--- src/rtl/line_matrix_pkg.sv ---
`default_nettype none
// ============================================================================
// Module   : line_matrix_pkg
// Desc     : Shared encodings for the line matrix crosspoint (modes, selects,
//            configuration FSM states).
// Revision : 1.0 - initial release
// ============================================================================
package line_matrix_pkg;

   localparam logic [1:0] MODE_PASS = 2'd0;
   localparam logic [1:0] MODE_INV  = 2'd1;
   localparam logic [1:0] MODE_RISE = 2'd2;
   localparam logic [1:0] MODE_FALL = 2'd3;

   localparam int SEL_CONST0 = 0;
   localparam int SEL_CONST1 = 1;
   localparam int SEL_BASE   = 2;

   // ST_INIT holds cfg_ready low for the first edge after reset release
   typedef enum logic [1:0] {
      ST_INIT   = 2'd0,
      ST_IDLE   = 2'd1,
      ST_COMMIT = 2'd2
   } fsm_state_t;

endpackage
`default_nettype wire

--- src/rtl/line_matrix_cell.sv ---
`default_nettype none
// ============================================================================
// Module   : line_matrix_cell
// Desc     : One crosspoint output: active route, source mux, edge history
//            and the registered output line.
// Revision : 1.0 - initial release
// ============================================================================
module line_matrix_cell #(
   parameter int NUM_INPUTS = 10,
   parameter int SEL_W      = 4
) (
   input  logic                  clk,
   input  logic                  rst,
   input  logic [NUM_INPUTS-1:0] i_sync,
   input  logic                  i_load,
   input  logic [SEL_W-1:0]      i_load_sel,
   input  logic [1:0]            i_load_mode,
   output logic [SEL_W-1:0]      o_act_sel,
   output logic [1:0]            o_act_mode,
   output logic                  o_line
);
   import line_matrix_pkg::*;

   logic [SEL_W-1:0] r_sel;
   logic [1:0]       r_mode;
   logic             r_prev;
   logic             r_out;
   logic             w_src;
   logic             w_new_src;

   function automatic logic pick_source(input logic [SEL_W-1:0]      sel,
                                        input logic [NUM_INPUTS-1:0] lines);
      logic v;
      v = (sel == SEL_W'(SEL_CONST1));
      for (int k = 0; k < NUM_INPUTS; k++) begin
         if (sel == SEL_W'(k + SEL_BASE)) v = lines[k];
      end
      return v;
   endfunction

   assign w_src     = pick_source(r_sel, i_sync);
   assign w_new_src = pick_source(i_load_sel, i_sync);

   always_ff @(posedge clk or posedge rst) begin
      if (rst) begin
         r_sel  <= SEL_W'(SEL_CONST0);
         r_mode <= MODE_PASS;
         r_prev <= 1'b0;
         r_out  <= 1'b0;
      end else begin
         // Reseeding history from the incoming source keeps a reroute from
         // looking like an edge.
         r_prev <= i_load ? w_new_src : w_src;
         case (r_mode)
            MODE_PASS: r_out <= w_src;
            MODE_INV:  r_out <= ~w_src;
            MODE_RISE: r_out <= w_src & ~r_prev;
            default:   r_out <= ~w_src & r_prev;
         endcase
         if (i_load) begin
            r_sel  <= i_load_sel;
            r_mode <= i_load_mode;
         end
      end
   end

   assign o_act_sel  = r_sel;
   assign o_act_mode = r_mode;
   assign o_line     = r_out;

endmodule
`default_nettype wire

--- src/rtl/line_matrix_xbar.sv ---
`default_nettype none
// ============================================================================
// Module   : line_matrix_xbar
// Desc     : Crosspoint for timing/trigger lines with synchronisers, shadow
//            routing registers and atomic commit.
// Revision : 1.0 - initial release
// ============================================================================
module line_matrix_xbar #(
   parameter int NUM_INPUTS  = 10,
   parameter int NUM_OUTPUTS = 10,
   parameter int SYNC_STAGES = 2,
   parameter int SEL_W       = $clog2(NUM_INPUTS + 2),
   parameter int OUT_W       = (NUM_OUTPUTS > 1) ? $clog2(NUM_OUTPUTS) : 1
) (
   input  logic                   clk,
   input  logic                   rst,
   input  logic [NUM_INPUTS-1:0]  input_lines,
   input  logic                   cfg_valid,
   output logic                   cfg_ready,
   input  logic [OUT_W-1:0]       cfg_output,
   input  logic [SEL_W-1:0]       cfg_input,
   input  logic [1:0]             cfg_mode,
   input  logic                   cfg_commit,
   output logic                   cfg_error,
   input  logic [OUT_W-1:0]       rd_output,
   output logic [SEL_W-1:0]       rd_input,
   output logic [1:0]             rd_mode,
   output logic [NUM_OUTPUTS-1:0] output_lines
);
   import line_matrix_pkg::*;

   localparam logic [OUT_W:0]   c_num_out = (OUT_W + 1)'(NUM_OUTPUTS);
   localparam logic [SEL_W-1:0] c_max_sel = SEL_W'(NUM_INPUTS + 1);

   fsm_state_t            r_state;
   logic                  r_cfg_ready;
   logic                  r_cfg_error;
   logic [NUM_INPUTS-1:0] w_sync;
   logic                  w_wr;
   logic                  w_bad;
   logic                  w_wr_ok;
   logic                  w_load;
   logic [SEL_W-1:0]      w_act_sel  [NUM_OUTPUTS];
   logic [1:0]            w_act_mode [NUM_OUTPUTS];

   generate
      if (SYNC_STAGES == 0) begin : g_nosync
         assign w_sync = input_lines;
      end else begin : g_sync
         logic [NUM_INPUTS-1:0] r_sync [SYNC_STAGES];
         always_ff @(posedge clk or posedge rst) begin
            if (rst) begin
               for (int s = 0; s < SYNC_STAGES; s++) r_sync[s] <= '0;
            end else begin
               r_sync[0] <= input_lines;
               for (int s = 1; s < SYNC_STAGES; s++) r_sync[s] <= r_sync[s-1];
            end
         end
         assign w_sync = r_sync[SYNC_STAGES-1];
      end
   endgenerate

   assign w_wr    = cfg_valid & r_cfg_ready;
   assign w_bad   = ({1'b0, cfg_output} >= c_num_out) || (cfg_input > c_max_sel);
   assign w_wr_ok = w_wr & ~w_bad;
   assign w_load  = (r_state == ST_COMMIT);

   always_ff @(posedge clk or posedge rst) begin
      if (rst) begin
         r_state     <= ST_INIT;
         r_cfg_ready <= 1'b0;
         r_cfg_error <= 1'b0;
      end else begin
         r_cfg_error <= w_wr & w_bad;
         case (r_state)
            ST_INIT: begin
               r_state     <= ST_IDLE;
               r_cfg_ready <= 1'b1;
            end
            ST_IDLE: begin
               // A write in the same cycle lands in shadow before COMMIT copies it
               if (cfg_commit) begin
                  r_state     <= ST_COMMIT;
                  r_cfg_ready <= 1'b0;
               end
            end
            ST_COMMIT: begin
               r_state     <= ST_IDLE;
               r_cfg_ready <= 1'b1;
            end
            default: begin
               r_state     <= ST_IDLE;
               r_cfg_ready <= 1'b1;
            end
         endcase
      end
   end

   generate
      for (genvar j = 0; j < NUM_OUTPUTS; j++) begin : g_out
         logic [SEL_W-1:0] r_shadow_sel;
         logic [1:0]       r_shadow_mode;

         always_ff @(posedge clk or posedge rst) begin
            if (rst) begin
               r_shadow_sel  <= SEL_W'(SEL_CONST0);
               r_shadow_mode <= MODE_PASS;
            end else if (w_wr_ok && (cfg_output == OUT_W'(j))) begin
               r_shadow_sel  <= cfg_input;
               r_shadow_mode <= cfg_mode;
            end
         end

         line_matrix_cell #(
            .NUM_INPUTS (NUM_INPUTS),
            .SEL_W      (SEL_W)
         ) u_cell (
            .clk         (clk),
            .rst         (rst),
            .i_sync      (w_sync),
            .i_load      (w_load),
            .i_load_sel  (r_shadow_sel),
            .i_load_mode (r_shadow_mode),
            .o_act_sel   (w_act_sel[j]),
            .o_act_mode  (w_act_mode[j]),
            .o_line      (output_lines[j])
         );
      end
   endgenerate

   always_comb begin
      rd_input = '0;
      rd_mode  = MODE_PASS;
      for (int j = 0; j < NUM_OUTPUTS; j++) begin
         if (rd_output == OUT_W'(j)) begin
            rd_input = w_act_sel[j];
            rd_mode  = w_act_mode[j];
         end
      end
   end

   assign cfg_ready = r_cfg_ready;
   assign cfg_error = r_cfg_error;

endmodule
`default_nettype wire

--- config.mk ---
export PLATFORM = sky130hd
export DESIGN_NAME = line_matrix_xbar
export DESIGN_NICKNAME = d
export VERILOG_FILES = /design/src/rtl/line_matrix_pkg.sv /design/src/rtl/line_matrix_cell.sv /design/src/rtl/line_matrix_xbar.sv
export SDC_FILE = /design/constraint.sdc
export NUM_CORES = 1
export LEC_CHECK = 0
export ABC_AREA = 1
export CAP_MARGIN = 0
export CORE_ASPECT_RATIO = 0.6
export CORE_MARGIN = 3
export CORE_UTILIZATION = 25
export CTS_CLUSTER_SIZE = 40
export DETAILED_ROUTE_END_ITERATION = 16
export HOLD_SLACK_MARGIN = 0.15
export PLACE_DENSITY_LB_ADDON = 0.2
export SKIP_LAST_GASP = 1
export SYNTH_ARGS = -nofsm -noshare
export SYNTH_HDL_FRONTEND = slang
export SYNTH_SLANG_ARGS = --single-unit
--- constraint.sdc ---
create_clock -name clk -period 6.1 [get_ports clk]
set_input_delay 0.61 -clock clk [delete_from_list [all_inputs] [get_ports clk]]
set_output_delay 0.61 -clock clk [all_outputs]
set_load 0.05 [all_outputs]
==> results.txt <==
----------------------------------------------------
[Worst setup path]
  Origin of the critical flop-to-flop path ... w_sync[5]
  Worst EP required ... 5490 ps
  Register-to-register setup slack ... 3440 ps
  Path type of the worst setup path ... in -> out
  Crit end category ... output pin
  RR Endpoint ... g_out[4].u_cell.r_prev
  Worst EP arrival ... 3460 ps
  Kind of start point of the critical path ... primary input
  Max FO, Critical Path ... 16
  R2R depth ... 8

[Final layout]
  Area overhead of the layout relative to synthesis ... 16.1%
  Number of antenna cells inserted ... 0
  Share of final-layout standard cells stronger than drive strength 1 ... 0.0359
  Count of placed standard cells in the final layout, fillers left out ... 1712
  Number of nets in the layout ... 1268
  Commonest non-fill, non-tap cell in the layout ... sky130_fd_sc_hd__nand2_1
  FILL cells ... 3728
  Top library cells by usage in the layout, fill and taps aside ... sky130_fd_sc_hd__nand2_1, sky130_fd_sc_hd__o21ai_0, sky130_fd_sc_hd__dfrtp_1

[Synth]
  Synthesized area per cell ... 7.12 sq um
  Syn Nets ... 1257
  Netlist cell types ... 23
  Post-Syn Area ... 8750 sq um
  Synthesis warning total ... 0
  Synthesized instance count ... 1229
  Sequential share of the synthesized area ... 0.466
  Yosys reg bits ... 163

[Clock network]
  Number of buffers inserted by hold repair at cts ... 0
  CTS root buf ... sky130_fd_sc_hd__clkbuf_16
  Setup repair bufs after CTS ... 0
  Clock Pin Slew Worst Setup and Hold Paths ... 60 ps
  Total CTS buffers ... 17
  Number of sinks handled by clock tree synthesis ... 163
  TritonCTS clock tree ... yes
  Number of H-tree levels ... 4
  Maximum clock insertion buffer count ... 2
  Clock latency on the worst-skew pair ... 450 ps
  Number of cells upsized or downsized after cts ... 0

[Placement]
  Gpl congestion ... 0.885
  Placed wire-length estimate ... 23300 um
  Post-place setup slack ... 2080 ps
  Cell count after placement ... 1680
  Port Buffer Count ... 45

[Route]
  Number of vias in the routed layout ... 8357
  Routed length per placed instance ... 19.3 um
  Router iterations before antenna repair ... 6
  Antenna Violating Nets Remaining ... 0
  Mean number of vias per cell ... 4.88
  DRT Wirelength ... 33100 um
  1st-iter DRT viols ... 1182
  Post-route DRC ... 0

[Global route]
  Wire length of the first global-routing pass ... 49600 um
  Vias in the first global route ... 7388
  Pin count of the biggest net entering global routing ... 84
  GRT Util Overall ... 0.182
  Total grt overflow ... 0
  Initial antenna violation count ... 0

[Timing]
  Largest clock skew in the final design ... 8.76 ps
  Final critical-path required period ... 4070 ps
  RSZ-0062 raised after global routing ... no
  Post-route fraction of the period consumed by the critical path ... 0.667
  Final-report setup violation count ... 0
  Setup TNS ... 0 ps
  Max-slew violation total from the final report ... 0
  Peak Freq ... 246 MHz
  Least setup slack across all paths after layout ... 2030 ps
  Worst slew margin relative to its limit ... 0.197
  Hold Fails Final Rpt ... 0
  Transition time of the tightest slew-check pin ... 1190 ps

[Floorplan]
  Area of the placeable core ... 34100 sq um
  Area of the die ... 37300 sq um
  Number of placement rows ... 52
  Die Width ... 247 um
  Count of pins on the block boundary ... 46
  Die Span Y ... 151 um
  Effective utilization at floorplan ... 0.257

[Worst hold path]
  Hold-critical path endpoint ... w_sync[1]
  Startpoint of the worst hold path ... g_sync.r_sync[11]
  Worst hold-check path type ... reg -> reg
  Worst hold stages ... 0

[Pwr]
  Overall power after layout ... 3.84 mW
  Power density normalized to cell area ... 378 nW/um^2
  Static Leak ... 4.66 nW
  Max VDD drop ... 0.000211 V

[Job]
  Count of maximum capacitance violations ... 0

[Status]
  Result of the run ... finished, final reports clean

----------------------------------------------------
sequential cells by signal, summed over array words and instances, names as in the netlist:
register                 flops
cfg_error                    1
g_out.r_shadow_mode         20
g_out.r_shadow_sel          40
g_out.u_cell.o_act_mode     20
g_out.u_cell.o_act_sel      40
g_out.u_cell.o_line         10
g_out.u_cell.r_prev         10
g_sync.r_sync               10
r_state                      2
w_sync                      10
where the power goes:
part	switching [mW]	leakage [nW]	total (mW)	internal, mW
Combinational	0.713	2.25	1.08	0.367
Clock	0.479	0.285	1.10	0.618
Sequential	0.332	2.12	1.66	1.33
Total	1.52	4.66	3.84	2.31
worst max-delay path by stage:
| stage | startpoint | to | slack [ps] | cells after the start |
|---|---|---|---|---|
| floorplan | rst | cfg_error | 1090 | 1 |
| global placement | rd_output[0] | rd_input[1] | 2100 | 6 |
| detailed placement | rd_output[3] | rd_input[0] | 2080 | 9 |
| CTS | rd_output[3] | rd_input[0] | 2070 | 9 |
| global route | rd_output[3] | rd_input[1] | 1850 | 9 |
| finish | rd_output[3] | rd_input[1] | 2030 | 9 |
metrics by stage:
step / hold slack (ps) / instance area (sq um) / util
after CTS: 350 / 10200 / 0.298
after detailed placement: 336 / 9560 / 0.280
final: 347 / 10200 / 0.298
after global placement: 335 / 9560 / 0.280
after global routing: 363 / 10200 / 0.298
after floorplan: 331 / 8750 / -
cell type report:
type | count | area [sq um] | share of cell area
Tap cell | 459 | 574 | 0.0566
Multi-Input combinational cell | 869 | 3880 | 0.382
Clock buffer | 22 | 494 | 0.0487
Sequential cell | 163 | 4080 | 0.402
Clock inverter | 10 | 97.6 | 0.00961
Inverter | 135 | 512 | 0.0504
Timing Repair Buffer | 54 | 518 | 0.0510
logic make-up (layout without fill, tap and decap cells):
group	after synthesis	in the layout	synth area share
simple gates	603	603	0.281
compound gates	266	266	0.161
buf+inv	197	221	0.0911
flops	163	163	0.466
layer usage:
metal  up-vias  share of wire  global-route usage
met3        35           0.10              0.0557
met1      3952           0.54               0.303
met2       365           0.34               0.212
li1       4005              -                   -
met5         -              0                   0
met4         0          0.016              0.0484
worst max-delay path, stage by stage:
cell and delay [ps]:
sky130_fd_sc_hd__clkdlybuf4s50_1 470, sky130_fd_sc_hd__nor2_1 740, sky130_fd_sc_hd__nand3_1 270, sky130_fd_sc_hd__inv_1 210, sky130_fd_sc_hd__nand2_1 70, sky130_fd_sc_hd__nand4_1 110
sky130_fd_sc_hd__nor2_1 60, sky130_fd_sc_hd__nand4_1 100, sky130_fd_sc_hd__clkdlybuf4s50_1 820
Yosys cell counts:
master,count,area share
sky130_fd_sc_hd__a21oi_1,57,0.033
sky130_fd_sc_hd__nor4_1,1,0.00072
sky130_fd_sc_hd__buf_2,16,0.0092
sky130_fd_sc_hd__nand2_1,389,0.17
sky130_fd_sc_hd__nor3_1,12,0.0069
sky130_fd_sc_hd__o2111ai_1,4,0.0040
sky130_fd_sc_hd__a31oi_1,4,0.0029
sky130_fd_sc_hd__dfrtp_1,163,0.47
sky130_fd_sc_hd__a22oi_1,2,0.0017
sky130_fd_sc_hd__buf_1,1,0.00043
sky130_fd_sc_hd__a21boi_0,5,0.0043
sky130_fd_sc_hd__inv_1,133,0.057
sky130_fd_sc_hd__nand3_1,98,0.056
sky130_fd_sc_hd__or2_2,1,0.00072
sky130_fd_sc_hd__buf_4,10,0.0086
sky130_fd_sc_hd__o21ai_0,178,0.10
sky130_fd_sc_hd__a211oi_2,1,0.0014
sky130_fd_sc_hd__clkbuf_1,35,0.015
sky130_fd_sc_hd__nor2_1,81,0.035
sky130_fd_sc_hd__clkinv_1,2,0.00086
sky130_fd_sc_hd__o22ai_1,1,0.00072
sky130_fd_sc_hd__o211ai_1,14,0.012
sky130_fd_sc_hd__nand4_1,21,0.015
(Power assumes the default switching activity.)
